==> src/rtl/decode_issue_queue_pkg.sv <==
// decode_issue_queue_pkg
//   Shared constants for the decode/issue queue: MIPS-I opcode, funct and
//   COP0 rs encodings, plus the bit positions of the 24-bit control bundle.
//   A helper reports whether a bundle must freeze issue behind it.
package decode_issue_queue_pkg;

  localparam int CTRL_W = 24;

  // out_ctrl bit positions
  localparam int CTRL_JUMP       = 0;
  localparam int CTRL_MEMTOREG   = 1;
  localparam int CTRL_BRANCH     = 2;
  localparam int CTRL_ALUSRC     = 3;
  localparam int CTRL_REGDST     = 4;
  localparam int CTRL_REGWRITE   = 5;
  localparam int CTRL_IS_UIMM    = 6;
  localparam int CTRL_LO_EN      = 7;
  localparam int CTRL_HI_EN      = 8;
  localparam int CTRL_DMOV_WRITE = 9;
  localparam int CTRL_DMOV_READ  = 10;
  localparam int CTRL_MULDIV     = 11;
  localparam int CTRL_MEM_SIGNED = 12;
  localparam int CTRL_MEM_WORD   = 13;
  localparam int CTRL_MEM_HALF   = 14;
  localparam int CTRL_MEM_BYTE   = 15;
  localparam int CTRL_MEM_WE     = 16;
  localparam int CTRL_JR         = 17;
  localparam int CTRL_JALR       = 18;
  localparam int CTRL_BREAK      = 19;
  localparam int CTRL_SYSCALL    = 20;
  localparam int CTRL_ERET       = 21;
  localparam int CTRL_CP0_WE     = 22;
  localparam int CTRL_RI         = 23;

  // primary opcodes
  localparam logic [5:0] OP_RTYPE  = 6'h00;
  localparam logic [5:0] OP_REGIMM = 6'h01;
  localparam logic [5:0] OP_J      = 6'h02;
  localparam logic [5:0] OP_JAL    = 6'h03;
  localparam logic [5:0] OP_BEQ    = 6'h04;
  localparam logic [5:0] OP_BNE    = 6'h05;
  localparam logic [5:0] OP_BLEZ   = 6'h06;
  localparam logic [5:0] OP_BGTZ   = 6'h07;
  localparam logic [5:0] OP_ADDI   = 6'h08;
  localparam logic [5:0] OP_ADDIU  = 6'h09;
  localparam logic [5:0] OP_SLTI   = 6'h0A;
  localparam logic [5:0] OP_SLTIU  = 6'h0B;
  localparam logic [5:0] OP_ANDI   = 6'h0C;
  localparam logic [5:0] OP_ORI    = 6'h0D;
  localparam logic [5:0] OP_XORI   = 6'h0E;
  localparam logic [5:0] OP_LUI    = 6'h0F;
  localparam logic [5:0] OP_COP0   = 6'h10;
  localparam logic [5:0] OP_LB     = 6'h20;
  localparam logic [5:0] OP_LH     = 6'h21;
  localparam logic [5:0] OP_LW     = 6'h23;
  localparam logic [5:0] OP_LBU    = 6'h24;
  localparam logic [5:0] OP_LHU    = 6'h25;
  localparam logic [5:0] OP_SB     = 6'h28;
  localparam logic [5:0] OP_SH     = 6'h29;
  localparam logic [5:0] OP_SW     = 6'h2B;

  // R-type funct codes
  localparam logic [5:0] FN_SLL     = 6'h00;
  localparam logic [5:0] FN_SRL     = 6'h02;
  localparam logic [5:0] FN_SRA     = 6'h03;
  localparam logic [5:0] FN_SLLV    = 6'h04;
  localparam logic [5:0] FN_SRLV    = 6'h06;
  localparam logic [5:0] FN_SRAV    = 6'h07;
  localparam logic [5:0] FN_JR      = 6'h08;
  localparam logic [5:0] FN_JALR    = 6'h09;
  localparam logic [5:0] FN_SYSCALL = 6'h0C;
  localparam logic [5:0] FN_BREAK   = 6'h0D;
  localparam logic [5:0] FN_MFHI    = 6'h10;
  localparam logic [5:0] FN_MTHI    = 6'h11;
  localparam logic [5:0] FN_MFLO    = 6'h12;
  localparam logic [5:0] FN_MTLO    = 6'h13;
  localparam logic [5:0] FN_MULT    = 6'h18;
  localparam logic [5:0] FN_MULTU   = 6'h19;
  localparam logic [5:0] FN_DIV     = 6'h1A;
  localparam logic [5:0] FN_DIVU    = 6'h1B;
  localparam logic [5:0] FN_ADD     = 6'h20;
  localparam logic [5:0] FN_ADDU    = 6'h21;
  localparam logic [5:0] FN_SUB     = 6'h22;
  localparam logic [5:0] FN_SUBU    = 6'h23;
  localparam logic [5:0] FN_AND     = 6'h24;
  localparam logic [5:0] FN_OR      = 6'h25;
  localparam logic [5:0] FN_XOR     = 6'h26;
  localparam logic [5:0] FN_NOR     = 6'h27;
  localparam logic [5:0] FN_SLT     = 6'h2A;
  localparam logic [5:0] FN_SLTU    = 6'h2B;

  // COP0 rs field
  localparam logic [4:0] RS_MFC0 = 5'b00000;
  localparam logic [4:0] RS_MTC0 = 5'b00100;

  // ERET is the single COP0 word 0x42000018; these are its low 26 bits.
  localparam logic [25:0] ERET_LOW = 26'h200_0018;

  function automatic logic is_serialising(input logic [CTRL_W-1:0] c);
    return c[CTRL_BREAK] | c[CTRL_SYSCALL] | c[CTRL_ERET] | c[CTRL_RI];
  endfunction

endpackage

==> src/rtl/decode_issue_queue_inst_ctrl_decode.sv <==
// inst_ctrl_decode
//   Purely combinational MIPS-I control decoder.
//   instr : 32-bit instruction word
//   ctrl  : 24-bit control bundle (bit layout in decode_issue_queue_pkg)
//   Anything not recognised yields only the reserved-instruction bit.
module inst_ctrl_decode
  import decode_issue_queue_pkg::*;
(
  input  logic [31:0]       instr,
  output logic [CTRL_W-1:0] ctrl
);

  logic [5:0] op;
  logic [5:0] fn;
  logic [4:0] rs;
  logic [4:0] rt;
  logic       legal;
  logic [CTRL_W-1:0] c;

  assign op = instr[31:26];
  assign rs = instr[25:21];
  assign rt = instr[20:16];
  assign fn = instr[5:0];

  always_comb begin
    c     = '0;
    legal = 1'b1;
    // Sign-extending loads are the norm; only LBU/LHU clear this below.
    c[CTRL_MEM_SIGNED] = 1'b1;
    case (op)
      OP_RTYPE: begin
        case (fn)
          FN_SLL, FN_SRL, FN_SRA, FN_SLLV, FN_SRLV, FN_SRAV,
          FN_ADD, FN_ADDU, FN_SUB, FN_SUBU, FN_AND, FN_OR,
          FN_XOR, FN_NOR, FN_SLT, FN_SLTU: begin
            c[CTRL_REGWRITE] = 1'b1;
            c[CTRL_REGDST]   = 1'b1;
          end
          FN_JR: c[CTRL_JR] = 1'b1;
          FN_JALR: begin
            c[CTRL_JALR]     = 1'b1;
            c[CTRL_REGWRITE] = 1'b1;
            c[CTRL_REGDST]   = 1'b1;
          end
          FN_SYSCALL: c[CTRL_SYSCALL] = 1'b1;
          FN_BREAK:   c[CTRL_BREAK]   = 1'b1;
          FN_MFHI, FN_MFLO: begin
            c[CTRL_REGWRITE]  = 1'b1;
            c[CTRL_REGDST]    = 1'b1;
            c[CTRL_DMOV_READ] = 1'b1;
            c[CTRL_HI_EN]     = (fn == FN_MFHI);
            c[CTRL_LO_EN]     = (fn == FN_MFLO);
          end
          FN_MTHI, FN_MTLO: begin
            c[CTRL_DMOV_WRITE] = 1'b1;
            c[CTRL_HI_EN]      = (fn == FN_MTHI);
            c[CTRL_LO_EN]      = (fn == FN_MTLO);
          end
          FN_MULT, FN_MULTU, FN_DIV, FN_DIVU: begin
            c[CTRL_MULDIV] = 1'b1;
            c[CTRL_HI_EN]  = 1'b1;
            c[CTRL_LO_EN]  = 1'b1;
          end
          default: legal = 1'b0;
        endcase
      end
      OP_REGIMM: begin
        // BLTZ/BGEZ/BLTZAL/BGEZAL: rt in {00000,00001,10000,10001}; rt[4] links.
        if (rt[3:1] == 3'b000) begin
          c[CTRL_BRANCH]   = 1'b1;
          c[CTRL_REGWRITE] = rt[4];
        end else begin
          legal = 1'b0;
        end
      end
      OP_J: c[CTRL_JUMP] = 1'b1;
      OP_JAL: begin
        c[CTRL_JUMP]     = 1'b1;
        c[CTRL_REGWRITE] = 1'b1;
      end
      OP_BEQ, OP_BNE, OP_BLEZ, OP_BGTZ: c[CTRL_BRANCH] = 1'b1;
      OP_ADDI, OP_ADDIU, OP_SLTI, OP_SLTIU: begin
        c[CTRL_REGWRITE] = 1'b1;
        c[CTRL_ALUSRC]   = 1'b1;
      end
      OP_ANDI, OP_ORI, OP_XORI, OP_LUI: begin
        c[CTRL_REGWRITE] = 1'b1;
        c[CTRL_ALUSRC]   = 1'b1;
        c[CTRL_IS_UIMM]  = 1'b1;
      end
      OP_COP0: begin
        if (rs == RS_MFC0)                c[CTRL_REGWRITE] = 1'b1;
        else if (rs == RS_MTC0)           c[CTRL_CP0_WE]   = 1'b1;
        else if (instr[25:0] == ERET_LOW) c[CTRL_ERET]     = 1'b1;
        else                              legal = 1'b0;
      end
      OP_LB, OP_LH, OP_LW, OP_LBU, OP_LHU: begin
        c[CTRL_REGWRITE]   = 1'b1;
        c[CTRL_ALUSRC]     = 1'b1;
        c[CTRL_MEMTOREG]   = 1'b1;
        c[CTRL_MEM_BYTE]   = (op == OP_LB) | (op == OP_LBU);
        c[CTRL_MEM_HALF]   = (op == OP_LH) | (op == OP_LHU);
        c[CTRL_MEM_WORD]   = (op == OP_LW);
        c[CTRL_MEM_SIGNED] = ~((op == OP_LBU) | (op == OP_LHU));
      end
      OP_SB, OP_SH, OP_SW: begin
        c[CTRL_ALUSRC]   = 1'b1;
        c[CTRL_MEM_WE]   = 1'b1;
        c[CTRL_MEM_BYTE] = (op == OP_SB);
        c[CTRL_MEM_HALF] = (op == OP_SH);
        c[CTRL_MEM_WORD] = (op == OP_SW);
      end
      default: legal = 1'b0;
    endcase
    ctrl = legal ? c : (CTRL_W'(1) << CTRL_RI);
  end

endmodule

==> src/rtl/decode_issue_queue.sv <==
// decode_issue_queue
//   DEPTH-entry FIFO of fetched {pc, instr} pairs feeding a registered
//   valid/ready output stage carrying the decoded control bundle.
//   Break/syscall/eret/reserved entries freeze further issue (halted)
//   until flush or rst.
//   Optional macro DIQ_BYPASS_EN: an accepted push into an empty FIFO with
//   a free output register is loaded directly (1-cycle latency).
//   Ports:
//     clk, rst         clock, synchronous active-high reset
//     flush            drop all buffered/registered entries, clear halted
//     in_valid/in_ready, in_pc, in_instr    fetch side
//     out_valid/out_ready, out_pc, out_instr, out_ctrl   issue side
//     count            FIFO occupancy (output register excluded)
//     halted           issue frozen behind a serialising instruction
module decode_issue_queue
  import decode_issue_queue_pkg::*;
#(
  parameter int DEPTH = 4,
  parameter int PC_W  = 32,
  parameter int CNT_W = $clog2(DEPTH) + 1
) (
  input  logic              clk,
  input  logic              rst,
  input  logic              flush,
  input  logic              in_valid,
  output logic              in_ready,
  input  logic [PC_W-1:0]   in_pc,
  input  logic [31:0]       in_instr,
  output logic              out_valid,
  input  logic              out_ready,
  output logic [PC_W-1:0]   out_pc,
  output logic [31:0]       out_instr,
  output logic [CTRL_W-1:0] out_ctrl,
  output logic [CNT_W-1:0]  count,
  output logic              halted
);

  localparam int AW = $clog2(DEPTH);

  logic [PC_W-1:0]   fifo_pc    [DEPTH];
  logic [31:0]       fifo_instr [DEPTH];
  logic [AW-1:0]     wr_ptr;
  logic [AW-1:0]     rd_ptr;

  logic              full;
  logic              empty;
  logic              push;
  logic              load_ok;
  logic              pop;
  logic              bypass;
  logic              fifo_push;
  logic              load;
  logic [PC_W-1:0]   dec_pc;
  logic [31:0]       dec_instr;
  logic [CTRL_W-1:0] dec_ctrl;

  assign full      = (count == CNT_W'(DEPTH));
  assign empty     = (count == '0);
  assign in_ready  = ~full & ~flush;
  assign push      = in_valid & in_ready;
  assign load_ok   = ~halted & (~out_valid | out_ready);
  assign pop       = ~empty & load_ok & ~flush;

`ifdef DIQ_BYPASS_EN
  assign bypass    = push & empty & load_ok;
`else
  assign bypass    = 1'b0;
`endif

  assign fifo_push = push & ~bypass;
  assign load      = pop | bypass;
  assign dec_pc    = bypass ? in_pc    : fifo_pc[rd_ptr];
  assign dec_instr = bypass ? in_instr : fifo_instr[rd_ptr];

  inst_ctrl_decode u_dec (
    .instr (dec_instr),
    .ctrl  (dec_ctrl)
  );

  // Storage is not reset; occupancy is tracked by the pointers/count only.
  always_ff @(posedge clk) begin
    if (fifo_push) begin
      fifo_pc[wr_ptr]    <= in_pc;
      fifo_instr[wr_ptr] <= in_instr;
    end
  end

  always_ff @(posedge clk) begin
    if (rst || flush) begin
      wr_ptr    <= '0;
      rd_ptr    <= '0;
      count     <= '0;
      out_valid <= 1'b0;
      halted    <= 1'b0;
      if (rst) begin
        out_pc    <= '0;
        out_instr <= '0;
        out_ctrl  <= '0;
      end
    end else begin
      if (fifo_push) wr_ptr <= wr_ptr + AW'(1);
      if (pop)       rd_ptr <= rd_ptr + AW'(1);
      case ({fifo_push, pop})
        2'b10:   count <= count + CNT_W'(1);
        2'b01:   count <= count - CNT_W'(1);
        default: count <= count;
      endcase
      if (load) begin
        out_valid <= 1'b1;
        out_pc    <= dec_pc;
        out_instr <= dec_instr;
        out_ctrl  <= dec_ctrl;
        if (is_serialising(dec_ctrl)) halted <= 1'b1;
      end else if (out_ready) begin
        out_valid <= 1'b0;
      end
    end
  end

endmodule

==> config.mk <==
export PLATFORM = sky130hd
export DESIGN_NAME = decode_issue_queue
export DESIGN_NICKNAME = d
export VERILOG_FILES = /design/src/rtl/decode_issue_queue_pkg.sv /design/src/rtl/decode_issue_queue_inst_ctrl_decode.sv /design/src/rtl/decode_issue_queue.sv
export SDC_FILE = /design/constraint.sdc
export NUM_CORES = 1
export LEC_CHECK = 0
export ABC_AREA = 1
export BUFFER_PORTS_ARGS = -buffer_cell sky130_fd_sc_hd__buf_2
export CAP_MARGIN = 20
export CORE_UTILIZATION = 25
export CTS_BUF_LIST = sky130_fd_sc_hd__clkbuf_16
export CTS_CLUSTER_DIAMETER = 50
export CTS_CLUSTER_SIZE = 40
export DETAILED_ROUTE_END_ITERATION = 16
export GPL_TIMING_DRIVEN = 0
export HOLD_SLACK_MARGIN = 0.12
export PLACE_DENSITY_LB_ADDON = 0.25
export SLEW_MARGIN = 20
export SYNTH_ARGS = -nofsm -noshare
export SYNTH_HDL_FRONTEND = slang
export SYNTH_HIERARCHICAL = 1
export SYNTH_SLANG_ARGS = --single-unit
==> constraint.sdc <==
create_clock -name clk -period 5.45 [get_ports clk]
set_input_delay 0 -clock clk [delete_from_list [all_inputs] [get_ports clk]]
set_output_delay 0 -clock clk [all_outputs]
set_load 0.005 [all_outputs]
# Word level (Yosys, flattened, before mapping)
# Memories as Yosys holds them, arrays and structs flattened. A register that Yosys moved wholly into a read port is not among the register bits.
# Cells that the tools add are included.
# op_classes
add_sub_neg	4
eq_ne	57
muxes	51
bitwise_logic	18
n_reduce_logical	24
# op_table
cell	count
$mux W32	5
$eq A6 B6 Y1 const B	18
$mux W24	4
$eq A6 B4 Y1 const B	12
$eq A6 B5 Y1 const B	9
$eq A6 B3 Y1 const B	7
$reduce_or A28 Y1	1
$mux W1	27
$eq A26 B26 Y1 const B	1
$eq A6 B2 Y1 const B	4
$reduce_or A22 Y1	1
$reduce_or A19 Y1	1
$reduce_or A16 Y1	1
$mux W2	7
$reduce_or A14 Y1	1
$logic_not A6 Y1	2
$pmux W3 S2	2
$reduce_or A4 Y1	3
$pmux W1 S4	2
$or A1 B1 Y1	7
$eq A6 B1 Y1 const B	1
$logic_not A3 Y1	2
$not A1 Y1	6
$pmux W2 S3	1
19 further kinds	29
# totals
regBits	97
mem_bits_rw	256
wordCells	164
memories	2
# memory_table
memory	depth	width	rd	rd_clocked_by_memory_dff	write_ports	line_no	text
fifo_instr	4	32	1	1	1	decode_issue_queue.sv:41	logic [31:0] fifo_instr [DEPTH];
fifo_pc	4	32	1	1	1	decode_issue_queue.sv:40	logic [PC_W-1:0] fifo_pc [DEPTH];

# Logic depth before layout (Yosys ltp)
# depth
word_depth	10
ltp_mapped	23
mapped_depth_nobuf	19

# Modules after synthesis
# Netlist, hierarchy kept.
# by_module_without_submodules
mod	instances	cells_per_inst	area_per_inst_um2	seq_area_each_um2
decode_issue_queue	1	1014	13503.0	10550.1
inst_ctrl_decode	1	171	757.0	0.0

# Worst setup path before layout
# OpenSTA, ideal clock, no wires.
# synth_path
path_type	reg-to-reg
from	reg count[1]
to	mem fifo_instr[0][0], enable pin
setup_ps	487
arrival_ps	3415
t_required_ps	4963
slack_ps	1548
stages_incl_launch_ff	5
cell_sequence	dfxtp_1 -> nor2_1 -> nand2_1 -> nand3_1 -> nor2_1
# synth_via
elab_chain_len	6
# synth_lines
item	line_no	text
start: declaration	decode_issue_queue.sv:34	output logic [CNT_W-1:0] count,
start signal: assignment	decode_issue_queue.sv:104	2'b10: count <= count + CNT_W'(1);
start signal: assignment	decode_issue_queue.sv:105	2'b01: count <= count - CNT_W'(1);
start signal: assignment	decode_issue_queue.sv:106	default: count <= count;
$eq A3 B3 Y1	decode_issue_queue.sv:57	assign full = (count == CNT_W'(DEPTH));
$not A1 Y1	decode_issue_queue.sv:59	assign in_ready = ~full & ~flush;
$and A1 B1 Y1	decode_issue_queue.sv:59	
$and A1 B1 Y1	decode_issue_queue.sv:60	assign push = in_valid & in_ready;
$mux W1	decode_issue_queue.sv:82	if (fifo_push) begin
$mux W1 (implied by the code)	decode_issue_queue.sv:84	fifo_instr[wr_ptr] <= in_instr;
end: declaration	decode_issue_queue.sv:41	
# Every way passes these cells.

==> flow_summary_export.csv <==
group,metric,value,unit
setup_path,critical_path_class,"reg2reg",
synth,yosysSeqAreaShare,74.0,%
clocking,cts_buffer_depth,3,
synth,synth_mux_area_share,0,%
synth,synth.area.top_cells,"edfxtp_1, nor2_1, o21ai_0, a21oi_1, nand2_1",
power,comb_power_share,5.9,%
synth,avgSynthCellArea,12.0,um2
synth,ys_ff_latch,355,
min_path,hold_class,"in2reg",
finish,fin_util,33.3,%
clocking,cts_sinks,355,
power,p_leak,6.97,nW
global_route,globalRouteOverflowTotal,0,
clocking,cts_resized,0,
job,drv_cap,0,
finish,syn2layout_area_growth,31.9,%
floorplanning,num_rows,87,
setup_path,crit_chain,"inv_2, buf_1, nor2_1, o21ai_0, nand2_1, nor2_1, nand2_1, nor2_1, nand2_1, nor2_1, nand2_1, nand2_1, nor2_1, and2_2, inv_1, nand3_1, nand3_1, a21oi_1",
sta,tightest_slew,858,ps
sta,maxSlewHeadroom,42.8,%
detailed_routing,drt-initial-drc-count,580,
synth,ys_types,32,
clocking,cts_tree,"yes",
finish,fillers,5729,
floorplanning,initial_core_util,25.3,%
power,intPower,5.06,mW
power,powerDensity,356,mW/mm2
sta,rsz0062_at_grt,"false",
sta,max_freq,291,MHz
global_route,antenna_found_initial,4,
synth,synth.top_cell.area_share,72.4,%
global_route,grt_pass1_wl,58800,um
finish,final_design_area_no_fill,0.0188,mm2
detailed_routing,ant_nets,0,
sta,final-setup-viol-count,0,
setup_path,crit_family,"simple AND/OR/NAND/NOR gates",
floorplanning,die_area,0.0580,mm2
min_path,hold_start,"in_pc[15]",
sta,fin_crit_sh,63.1,%
sta,fin_skew,22.4,ps
sta,final_hold_viol_count,0,
sta,slew_viol_final,0,
run_status,status,"finished clean",
floorplanning,die_w,241,um
synth,synth_simple_gate_area_share,13.2,%
floorplanning,die_h,241,um
placed_design,dp_hpwl,27300,um
setup_path,start_kind,"register",
finish,drive_above_1_share,21.2,%
synth,synthXorXnorAreaFrac,0,%
synth,synth-compound-area-share,7.87,%
detailed_routing,wl_per_cell,17.5,um
setup_path,cp-end-kind,"register",
synth,synthCells,1185,
floorplanning,io_pins,163,
global_route,grtUsageTotal,13.8,%
synth,yosys.area.top_type,"edfxtp_1",
finish,nets,1557,
setup_path,critPathArrivalTime,3890,ps
detailed_routing,wl,39800,um
placed_design,gp_congestion,0.821,
global_route,grt_pass1_vias,9656,
setup_path,crit_required,5900,ps
placed_design,placed_area,0.0165,mm2
clocking,clkTransAtPathRegs,80,ps
power,swShare,24.5,%
power,p_seq_share,46.4,%
power,vdd_drop_max,0.214,mV
setup_path,slowest_stage,"buf_1",
sta,period_minus_slack,3440,ps
clocking,cts-htree-levels,2,
placed_design,port_buffers,162,
setup_path,cp_max_fo,10,
clocking,clk_latency,570,ps
detailed_routing,vias,9578,
synth,syn-cell-area,0.0143,mm2
finish,seqCellArea,0.0106,mm2
clocking,cts_root_buf,"clkbuf_16",
detailed_routing,vias_per_cell,4.21,
setup_path,critPathBufInv,3,
clocking,cts_made_buffers,47,
detailed_routing,route.detailed.drc,0,
synth,synth_top_family_by_area,"simple AND/OR/NAND/NOR gates",
global_route,grt_max_degree,46,
synth,yosysWarnings,6,
synth,syn_nets,1260,
synth,synth-adder-area-share,0.579,%
setup_path,crit_path_max_incr_delay,560,ps
power,power.switching,1.64,mW
finish,multi_input_area,0.00312,mm2
detailed_routing,first_pass_iters,5,
floorplanning,core_area,0.0564,mm2
power,clkPwrFrac,47.6,%
==> cells in the final DEF (no fill, tap or decap), types with 4 or more instances in the layout <==
cell           count
inv_8              5
buf_2            177
a21oi_1           78
clkinvlp_4         4
buf_6              9
dlygate4sd3_1     70
nor2_1           331
edfxtp_1         344
dfxtp_1           11
ha_1               5
o21ai_1           44
inv_2              5
inv_1             69
buf_1              6
clkbuf_1          13
nand2_1           95
clkbuf_16         47
nand3_1           23
nor2_2            10
buf_12             5
clkinv_8           8
inv_6              7
inv_12             4
buf_4              5
nor2_4             4
a21oi_2            4
nor3_1             4
o21ai_0           89
buf_16            11
nand4_1            4
==> kinds of logic after synthesis <==
family / after synthesis
AOI/OAI and AO/OA: 219
adders and majority gates: 6
buffers and inverters: 127
DFF: 355
and+or+nand+nor: 478
==> power by group through the flow <==
stage	logic [mW]	registers, mW	clock network [mW]
2_1_floorplan	0.154	3.18	0
3_3_place_gp	0.335	3.18	0
3_5_place_dp	0.364	3.17	0
4_1_cts	0.409	3.11	3.28
5_1_grt	0.445	3.12	3.38
6_report	0.397	3.11	3.19
==> flip-flops by register name (all words and copies together), names as in the netlist, named ones only <==
name        flops
out_ctrl       24
wr_ptr          2
count           3
out_instr      32
out_pc         32
rd_ptr          2
fifo_instr    128
fifo_pc       128
halted          1
out_valid       1
==> area by class of cell <==
cell class / instances / share of cell area (%)
clock inverters: 37 / 2.48
well taps: 756 / 5.03
flip-flops and latches: 355 / 56.1
clock buffers: 47 / 6.26
diodes: 3 / 0.0399
repair buffers: 248 / 10.2
inverters: 73 / 1.46
multi-input cells: 703 / 16.6
plain buffers: 54 / 1.84
==> routing by layer <==
layer | GRT usage (%) | vias to the layer above | share of wire (%)
met1 | 16.6 | 4586 | 43
met5 | 0 | - | 0.058
met2 | 24.7 | 204 | 50
li1 | - | 4719 | -
met4 | 4.26 | 4 | 2.2
met3 | 2.73 | 65 | 4.6
==> metrics by stage <==
step	instances	hold slack, ps	setup TNS (ps)	worst slack [ps]	power, mW
6_report	2276	166	0	2010	6.69
4_1_cts	2273	124	0	1870	6.80
2_1_floorplan	1185	27.6	0	1550	3.33
5_1_grt	2275	145	0	1540	6.94
3_5_place_dp	2119	217	0	1880	3.53
3_3_place_gp	2103	216	-349580	-1480	3.51
==> timing repair <==
item                      in CTS  in global routing
hold endpoints to repair     285                  0
setup buffers                  0                  0
hold buffers                  70                  0
==> final timing paths <==
kind	end	slack, ps	depth (start not counted)
max	halted$_SDFFE_PP0P_	2010	18
min	fifo_pc[1][15]$_DFFE_PP_	170	2
min reg2reg	rd_ptr[1]$_SDFFE_PP0P_	530	2
max reg2reg	halted$_SDFFE_PP0P_	2010	18
==> Yosys cell counts (all sizes together) <==
library cell and n:
a211oi 1, buf 38, fa 1, nand3b 2
nor2 345, clkbuf 16, nand3 23, o21ai 134
a22oi 1, nand4 4, or2 2, nor3 4
a21oi 82, edfxtp 344, nor3b 1, ha 5
and2 1, nand2 96, dfxtp 11, inv 73
a21boi 1
(Power assumes the default switching activity.)
